--- src/rtl/if_stage.sv ---
// Instruction-fetch stage: fetch PC, imem request/response handshake with a one-word
// hold buffer, and the IF/ID pipeline register. Optional fetch address checking via FETCH_ADEL_EN.
module if_stage #(
    parameter logic [31:0] RESET_PC = 32'h0000_3000,
    parameter logic [31:0] IM_LO    = 32'h0000_3000,
    parameter logic [31:0] IM_HI    = 32'h0000_6FFC
) (
    input  logic        clk,
    input  logic        reset,
    input  logic [31:0] NPC,
    input  logic        stall,
    input  logic        flush,
    output logic        imem_req,
    output logic [31:0] imem_addr,
    input  logic        imem_ready,
    input  logic [31:0] imem_rdata,
    output logic        fetch_wait,
    output logic [31:0] PC_F,
    output logic [31:0] PC4_F,
    output logic [31:0] Instr_D,
    output logic [31:0] PC_D,
    output logic [31:0] PC4_D,
    output logic        valid_D,
    output logic        exc_D
);

    typedef enum logic {
        FETCH = 1'b0,
        HOLD  = 1'b1
    } state_t;

`ifdef FETCH_ADEL_EN
    localparam logic ADEL_ON = 1'b1;
`else
    localparam logic ADEL_ON = 1'b0;
`endif

    state_t      state_q, state_d;
    logic [31:0] hold_word_q;
    logic        hold_exc_q;
    logic        adel_f;
    logic        word_avail;
    logic        advance;
    logic        capture;
    logic [31:0] word_f;
    logic        exc_f;

    // A bad fetch address never reaches memory; it completes locally as an exception word.
    assign adel_f = ADEL_ON && (state_q == FETCH) &&
                    ((PC_F[1:0] != 2'b00) || (PC_F < IM_LO) || (PC_F > IM_HI));

    assign PC4_F      = PC_F + 32'd4;
    assign imem_addr  = PC_F;
    assign imem_req   = (state_q == FETCH) && !adel_f;
    assign fetch_wait = (state_q == FETCH) && !imem_ready && !adel_f;
    assign word_avail = (state_q == HOLD) || imem_ready || adel_f;
    assign advance    = !stall && word_avail;
    assign capture    = (state_q == FETCH) && word_avail && stall;

    always_comb begin
        word_f = imem_rdata;
        exc_f  = adel_f;
        if (state_q == HOLD) begin
            word_f = hold_word_q;
            exc_f  = hold_exc_q;
        end else if (adel_f) begin
            word_f = 32'h0;
        end
    end

    always_comb begin
        state_d = state_q;
        if (advance) begin
            state_d = FETCH;
        end else if (capture) begin
            state_d = HOLD;
        end
    end

    always_ff @(posedge clk or negedge reset) begin
        if (!reset) begin
            state_q     <= FETCH;
            PC_F        <= RESET_PC;
            hold_word_q <= 32'h0;
            hold_exc_q  <= 1'b0;
        end else begin
            state_q <= state_d;
            if (advance) begin
                PC_F <= NPC;
            end
            if (capture) begin
                hold_word_q <= word_f;
                hold_exc_q  <= exc_f;
            end
        end
    end

    // IF/ID boundary: flush wins over both stall and advance, but only for this register.
    always_ff @(posedge clk or negedge reset) begin
        if (!reset) begin
            Instr_D <= 32'h0;
            PC_D    <= 32'h0;
            PC4_D   <= 32'h0;
            valid_D <= 1'b0;
            exc_D   <= 1'b0;
        end else if (flush) begin
            Instr_D <= 32'h0;
            valid_D <= 1'b0;
            exc_D   <= 1'b0;
        end else if (advance) begin
            Instr_D <= word_f;
            PC_D    <= PC_F;
            PC4_D   <= PC4_F;
            valid_D <= 1'b1;
            exc_D   <= exc_f;
        end
    end

endmodule

--- config.mk ---
export PLATFORM = sky130hd
export DESIGN_NAME = if_stage
export DESIGN_NICKNAME = d
export VERILOG_FILES = /design/src/rtl/if_stage.sv
export SDC_FILE = /design/constraint.sdc
export NUM_CORES = 1
export LEC_CHECK = 0
export ABC_AREA = 1
export BUFFER_PORTS_ARGS = -buffer_cell sky130_fd_sc_hd__buf_2
export CAP_MARGIN = 20
export CORE_MARGIN = 1.5
export CORE_UTILIZATION = 40
export CTS_BUF_LIST = sky130_fd_sc_hd__clkbuf_4
export DETAILED_ROUTE_END_ITERATION = 7
export HOLD_SLACK_MARGIN = 0.03
export MAX_ROUTING_LAYER = met4
export PLACE_DENSITY = 0.66
export SETUP_SLACK_MARGIN = 0.02
export SLEW_MARGIN = 20
export SYNTH_ARGS = -nofsm -noshare
export SYNTH_HDL_FRONTEND = slang
export SYNTH_SLANG_ARGS = --single-unit
--- constraint.sdc ---
create_clock -name clk -period 2.75 [get_ports clk]
set_input_delay 0.55 -clock clk [delete_from_list [all_inputs] [get_ports clk]]
set_output_delay 0.55 -clock clk [all_outputs]
set_load 0.005 [all_outputs]
### Word-level counts from Yosys, hierarchy flattened

Index checks and enable logic that the tools add are counted.

* add/subtract/negate cells: 1
* muxes and demuxes: 10
* bitwise logic cells: 2
* reduce and logical (&&, ||, !) cells: 10

Operators by type and width (count)
* 32-bit 2-to-1 mux: 3
* 32-bit by 3-bit adder with 32-bit output, second input constant: 1
* 1-bit 2-to-1 mux: 7
* 1-bit logical AND: 4
* 2-bit nonzero test: 2
* 1-bit zero test: 2
* 1-bit NOT: 2
* 2-bit AND reduction: 1
* 1-bit logical OR: 1

* register bits: 164
* bits of input ports: 69
* output and inout bits: 196
* word-level logic and storage cells: 32

### Logic depth before layout (Yosys ltp)

Gate-level depths: netlist (run 1).

* depth in word-level cells: 5
* depth in mapped cells: 10
* depth with buffers taken out: 10

### Least setup slack after synthesis (run 1)

Ideal clock, no wire load.

* path kind: register -> output
* start point: register PC_F[12]
* end point: output port PC4_F[21]
* data arrival time: 1.278 ns
* required time: 2.200 ns
* slack: 0.922 ns
* cell stages (with the launch flop): 7
* path buffers: 0
* cells stage by stage: dfstp_2 -> nand2_1 -> nor2_1 -> nand2_1 -> nor2_4 -> nand3_1 -> and2_1

* cells in the longest elaborated chain, start to end: 1

RTL lines
* start: declaration: RTL line 18 `output logic [31:0] PC_F,`
* start signal: assignment: RTL line 83 `PC_F <= RESET_PC;`
* start signal: assignment: RTL line 89 `PC_F <= NPC;`
* 32-bit by 3-bit adder with 32-bit output: RTL line 52 `assign PC4_F = PC_F + 32'd4;`
* end: declaration: RTL line 19 `output logic [31:0] PC4_F,`

Every way passes these cells.

### Worst setup path in the final report (run 1)

* start point: register PC_F[12]
* end point: output port PC4_F[17]

The elaborated chain is that of the path after synthesis.

==> flow_metrics.py, run 1 <==
metrics = {
    "run_status": {
        "outcome": "finished clean",
    },
    "power": {
        "leakage_uw": 0.00511,
        "power_density_nw_per_um2": 629,
        "peakVddDrop_mv": 0.260,
    },
    "floorplan": {
        "die_w_um": 140,
        "die-area_um2": 19700,
        "num_rows": 50,
        "dieHeight_um": 140,
        "ioPinCount": 265,
        "core_um2": 18600,
        "start_util": 0.405,
    },
    "run": {
        "drv_cap": 0,
    },
    "global_routing": {
        "antenna_found_initial": 1,
        "overflow": 0,
        "grt_pass1_wl_um": 32900,
        "grt_pass1_vias": 6136,
        "track_usage": 0.222,
        "grt_max_degree": 118,
    },
    "cts": {
        "cts_made_buffers": 17,
        "tritoncts": "yes",
        "cts_max_path_buffers": 2,
        "cts_root_buf": "clkbuf_4",
        "clk_pin_slew_worst_paths_ns": 0.13,
        "h-tree-depth": 4,
        "clk_latency_ns": 0.55,
        "cts_sinks": 162,
    },
    "route": {
        "viasPerCell": 4.85,
        "ant_nets": 0,
        "num_vias": 6688,
        "first_pass_iters": 5,
        "first_iter_violations": 347,
        "drc": 0,
        "wl_per_cell_um": 15.4,
        "wirelength_um": 21200,
    },
    "critical_path": {
        "cp.required_ns": 2.20,
        "worstRegToRegCells": 6,
        "critPathMaxFanout": 5,
        "rr_startpoint": "state_q",
        "arrival_ns": 2.07,
        "r2r_end": "PC4_D[10]",
        "reg2reg_slack_ns": 0.99,
        "critPathKind": "flop to primary output",
        "end_kind": "primary output",
        "startpoint_type": "flop",
    },
    "cells_and_area": {
        "stdcell_area_um2": 9270,
        "final_nets": 1200,
        "n_fill_cell": 1829,
        "drive_gt1_frac": 0.327,
        "synthToLayoutAreaGrowth_pct": 23.1,
    },
    "timing": {
        "period_minus_slack_ns": 2.62,
        "clock.fmax_mhz": 381,
        "post-route-period-util": 0.954,
        "max_slew_margin": 0.392,
        "setup_viol": 0,
        "fin_tns_setup_ns": 0,
        "finClkSkew_ns": 0.0176,
        "worstMarginPinSlew_ns": 0.910,
        "rsz0062_at_grt": "yes",
        "finalHoldViolations": 0,
        "drv_slew": 0,
    },
    "yosys": {
        "syn_nets": 976,
        "synth-seq-cells": 162,
        "yosys.area.top_type_share": 0.531,
        "synth_cell_types": 26,
        "syn_area_um2": 7530,
        "ys_warn_count": 0,
        "syn_inst": 906,
        "synthArstFlopShare": 1.00,
        "synth_sequential_area_ratio": 0.538,
        "synth_edf_count": 0,
        "synth_top_cells_by_count": "nand2_1 (334), dfrtp_1 (160), o21ai_0 (137)",
        "syn_area_per_cell_um2": 8.32,
        "synth_most_common_cell": "nand2_1",
        "synth_top_cell_by_area": "dfrtp_1",
        "ys_dominant_reg_cell": "dfrtp_1",
        "synth_area_leaders": "dfrtp_1 (53%), nand2_1 (17%), o21ai_0 (9.1%)",
    },
    "place": {
        "io_buffer_count": 264,
        "place_area_um2": 8770,
        "gp_congestion": 0.867,
        "dp_hpwl_um": 14700,
    },
    "worst_hold_path": {
        "hold_start": "flush",
        "hold_end": "valid_D",
        "min_path_type": "input port to flop",
        "hold_depth": 2,
    },
}
-- logic make-up (layout without fill, tap and decap cells) --
kind of cell,after synthesis,count (layout),share of synthesized area
xor gates and xnor gates,15,15,0.0244
other,0,2,0
and+or+nand+nor,438,438,0.244
buffers and inverters,150,387,0.0982
adders and majority gates,1,1,0.00166
AOI/OAI and AO/OA,140,140,0.0937
DFF,162,162,0.538
-- final cells by class --
cell class              count  area [um^2]  share of cell area
well taps                 234          293              0.0316
diodes                      2         5.00            0.000540
repair buffers            282         1510               0.163
clock inverters            13          161              0.0174
flip-flops and latches    162         4070               0.439
clock buffers              19          143              0.0154
multi-input cells         594         2820               0.304
inverters                  73          274              0.0296
-- cells in the final DEF (no fill, tap or decap) --
cell,count
nor2_2,9
inv_1,68
clkinvlp_4,2
buf_2,262
clkinv_2,1
dfstp_2,2
diode_2,2
o21ai_0,137
buf_4,14
o21ai_1,1
dfrtp_2,13
dlygate4sd3_1,1
xor2_1,8
nor3_1,1
xor2_2,7
nand2_1,327
nor2_8,1
o31ai_1,1
inv_6,2
buf_6,2
clkinv_1,3
nor2_4,12
dfrtp_1,147
buf_12,3
nand2_2,9
nand3_1,47
and2_1,3
nand2_4,5
o21a_1,1
clkbuf_4,19
bufinv_16,3
ha_4,1
nor2_1,24
clkinv_4,3
inv_2,4
-- worst max-delay path by stage --
stage              from         to  slack (ns)  cells after the start
2_1_floorplan  PC_F[12]  PC4_F[21]        0.92                      6
3_5_place_dp    PC_F[3]  PC4_F[26]        0.56                      9
5_1_grt         PC_F[2]  PC4_F[22]       -0.03                      9
3_3_place_gp    PC_F[2]  PC4_F[16]        0.60                      7
4_1_cts         PC_F[3]  PC4_F[30]        0.02                      9
6_report       PC_F[12]  PC4_F[17]        0.13                      7
-- through the flow --
step	cells	hold slack, ns	setup WS [ns]	total power [uW]	utilization
detailed placement	1333	0.376	0.557	4320	0.472
global route	1378	0.128	-0.0278	6190	0.499
CTS	1371	0.113	0.0224	5880	0.492
finish	1379	0.177	0.125	5830	0.499
floorplan	906	0.254	0.922	3680	-
global placement	1333	0.373	0.599	4290	0.472
-- routing by layer --
layer  wire (um)  GRT usage  vias to the layer above  share of wire
li1            -          -                     3257              -
met3        1410     0.0537                       41          0.066
met4         518     0.0798                        0          0.024
met1        9070      0.273                     3120           0.43
met2       10200      0.358                      270           0.48
met5           0          -                        -              0
-- worst max-delay path: stages (launching register included) --
cell and delay [ns]:
dfstp_2 0.58, nand2_1 0.11, nor2_2 0.13, nand2_1 0.10, nor2_4 0.16, buf_4 0.15
xor2_2 0.16, buf_2 0.14
-- flip-flops by register name (all words and copies together) (netlist names) --
name	count
Instr_D	32
PC_F	32
valid_D	1
hold_exc_q	1
hold_word_q	32
PC_D	32
state_q	1
exc_D	1
PC4_D	30
-- power breakdown --
| part | switching (uW) | internal, uW | total [uW] |
|---|---|---|---|
| combinational | 728 | 562 | 1290 |
| sequential | 266 | 2750 | 3010 |
| clock | 874 | 653 | 1530 |
| total | 1870 | 3960 | 5830 |
-- timing repair --
action	4_1_cts	5_1_grt
endpoints found under the setup margin	15	15
buffers inserted	5	6
resized for setup	9	28
pin swaps	3	15
hold buffers	1	0
hold endpoints to repair	9	0
Power figures use the tool's default switching activity.
==> inputs of run 2 (changes only) <==
Settings changed: ABC_AREA 1 to not set, PLACE_DENSITY 0.66 to 0.67.
==> flow_metrics.py, run 2 <==
metrics = {
    "floorplan": {
        "start_util": 0.408,
        "dieHeight_um": 138,
        "die_w_um": 138,
        "die-area_um2": 19100,
        "num_rows": 49,
        "core_um2": 17900,
        "ioPinCount": 265,
    },
    "critical_path": {
        "end_kind": "primary output",
        "cpPeakStageDelay_ns": 0.59,
        "critPathMaxFanout": 5,
        "arrival_ns": 2.51,
        "reg2reg_slack_ns": 0.77,
        "slowest_stage": "dfstp_2",
        "rr_startpoint": "PC_F[13]",
        "critPathKind": "flop to primary output",
        "cp.required_ns": 2.20,
        "r2r_end": "PC4_D[26]",
        "startpoint_type": "flop",
        "worstRegToRegCells": 4,
        "cp_cell_sequence": "nand4_4, or4_4, or4b_4, nand2_2, buf_6",
    },
    "timing": {
        "timing.final.ws_setup_ns": -0.305,
        "finalHoldViolations": 0,
        "max_slew_margin": 0.595,
        "fin_tns_setup_ns": -2.66,
        "setup_viol": 15,
        "post-route-period-util": 1.11,
        "period_minus_slack_ns": 3.06,
        "finClkSkew_ns": 0.0200,
        "rsz0062_at_grt": "yes",
        "worstMarginPinSlew_ns": 0.608,
        "drv_slew": 0,
        "clock.fmax_mhz": 327,
    },
    "cells_and_area": {
        "multi_input_area_um2": 3070,
        "n_fill_cell": 1630,
        "layout_commonest_cell": "buf_2",
        "utilization": 0.543,
        "drive_gt1_frac": 0.457,
        "synthToLayoutAreaGrowth_pct": 33.3,
        "mostFrequentLayoutCells": "buf_2 (260), nand2_1 (173), dfrtp_1 (158), nor2_1 (55), buf_4 (51)",
        "final_nets": 1059,
        "seq_area_um2": 4060,
    },
    "route": {
        "first_pass_iters": 5,
        "num_vias": 6253,
        "ant_nets": 0,
        "wirelength_um": 21000,
        "viasPerCell": 5.07,
        "wl_per_cell_um": 17.0,
        "drc": 0,
        "first_iter_violations": 357,
    },
    "run": {
        "drv_cap": 0,
    },
    "cts": {
        "tritoncts": "yes",
        "cts_root_buf": "clkbuf_4",
        "clk_pin_slew_worst_paths_ns": 0.15,
        "cts_max_path_buffers": 2,
        "h-tree-depth": 4,
        "cts_made_buffers": 17,
        "clk_latency_ns": 0.56,
        "cts_sinks": 162,
    },
    "worst_hold_path": {
        "hold_start": "NPC[5]",
        "hold_end": "PC_F[5]",
        "hold_depth": 3,
        "min_path_type": "input port to flop",
    },
    "yosys": {
        "syn_nets": 788,
        "synth_sequential_area_ratio": 0.556,
        "synth_cell_types": 39,
        "synth-seq-cells": 162,
        "ys_dominant_reg_cell": "dfrtp_1",
        "syn_inst": 718,
        "synth_edf_count": 0,
        "syn_area_um2": 7300,
        "yosys.area.top_type_share": 0.549,
        "synthArstFlopShare": 1.00,
        "synth_area_leaders": "dfrtp_1 (55%), nand2_1 (9.2%), mux2_2 (6.6%)",
        "synth_most_common_cell": "nand2_1",
        "ys_warn_count": 0,
        "synth_top_cells_by_count": "nand2_1 (179), dfrtp_1 (160), nor2_1 (57)",
        "synth_top_cell_by_area": "dfrtp_1",
        "syn_area_per_cell_um2": 10.2,
    },
    "run_status": {
        "violations": "setup timing",
        "outcome": "complete, but fails checks",
    },
    "power": {
        "peakVddDrop_mv": 0.368,
        "power_density_nw_per_um2": 629,
        "finalPower_uw": 6110,
        "leakage_uw": 0.00507,
    },
    "global_routing": {
        "track_usage": 0.225,
        "grt_pass1_vias": 6082,
        "grt_pass1_wl_um": 32700,
        "overflow": 0,
        "antenna_found_initial": 2,
        "grt_max_degree": 64,
    },
    "place": {
        "io_buffer_count": 264,
        "dp_hpwl_um": 14500,
        "dpl_worst_slack_ns": 0.157,
        "gp_congestion": 0.861,
    },
}
-- run 2: cell types whose count changed after synthesis, sizes merged, moves of 7 or more --
cell,delta
a211oi,+32
a31o,+7
a31oi,+14
clkbuf,+9
inv,-58
mux2,+43
mux2i,+32
nand2,-162
nand3,-39
nand4,+12
nor2,+11
o21ai,-112
or4,+7
-- run 2: cells by family (layout without fill, tap and decap cells) --
family | Yosys count | after routing | synth area share
AOI/OAI and AO/OA | 88 | 88 | 0.0806
other | 0 | 2 | 0
and+or+nand+nor | 284 | 285 | 0.166
muxes | 75 | 75 | 0.110
adders and majority gates | 1 | 1 | 0.00171
DFF | 162 | 162 | 0.556
xor gates and xnor gates | 14 | 14 | 0.0168
buffers and inverters | 94 | 377 | 0.0687
-- run 2: area by class of cell --
| class | count | area share |
|---|---|---|
| clock buffers | 17 | 0.0131 |
| clock inverters | 15 | 0.0194 |
| well taps | 229 | 0.0295 |
| flip-flops and latches | 162 | 0.417 |
| repair buffers | 331 | 0.199 |
| multi-input cells | 463 | 0.315 |
| diodes | 2 | 0.000515 |
| inverters | 14 | 0.00540 |
-- run 2: critical path, delay by kind of cell (launching register included) --
| family | cells | cell delay (ns) |
|---|---|---|
| AND/OR/NAND/NOR | 4 | 1.27 |
| flip-flops | 1 | 0.59 |
| buffers and inverters | 1 | 0.09 |
-- run 2: report_power, final --
| group | internal (uW) | switching [uW] | leakage [uW] |
|---|---|---|---|
| registers | 2770 | 241 | 0.00200 |
| logic | 745 | 798 | 0.00290 |
| clock network | 589 | 975 | 0.000170 |
| total | 4100 | 2020 | 0.00507 |
-- run 2: timing repair --
action                                  in CTS  in global routing
cloned                                       1                  0
gates resized for setup                     24                 44
pin swaps                                   13                 23
endpoints found under the hold margin       50                  0
setup buffers                               11                 13
endpoints found under the setup margin      19                 23
hold buffers                                 1                  0
-- run 2: layer usage --
metal  up-vias  global-route usage  wire length, um
met5         -                   -                0
met4         0              0.0953              504
met3        31              0.0689             1480
met2       239               0.343            10200
met1      3034               0.279             8770
li1       2949                   -                -
-- run 2: worst max path at each step --
| stage | start | to | slack, ns | cells past startpoint |
|---|---|---|---|---|
| after detailed placement | PC_F[12] | PC4_F[26] | 0.16 | 5 |
| after CTS | PC_F[13] | PC4_F[26] | -0.30 | 5 |
| after floorplan | PC_F[12] | PC4_F[27] | 0.22 | 5 |
| after global routing | PC_F[13] | PC4_F[26] | -0.41 | 5 |
| final | PC_F[13] | PC4_F[26] | -0.31 | 5 |
| after global placement | PC_F[6] | PC4_F[26] | 0.18 | 5 |
-- run 2: metrics by stage --
stage | area (um^2) | instances | hold slack (ns)
4_1_cts | 9390 | 1220 | 0.118
5_1_grt | 9730 | 1233 | 0.118
2_1_floorplan | 7300 | 718 | 0.254
6_report | 9730 | 1233 | 0.168
3_3_place_gp | 8850 | 1175 | 0.453
3_5_place_dp | 8850 | 1175 | 0.457
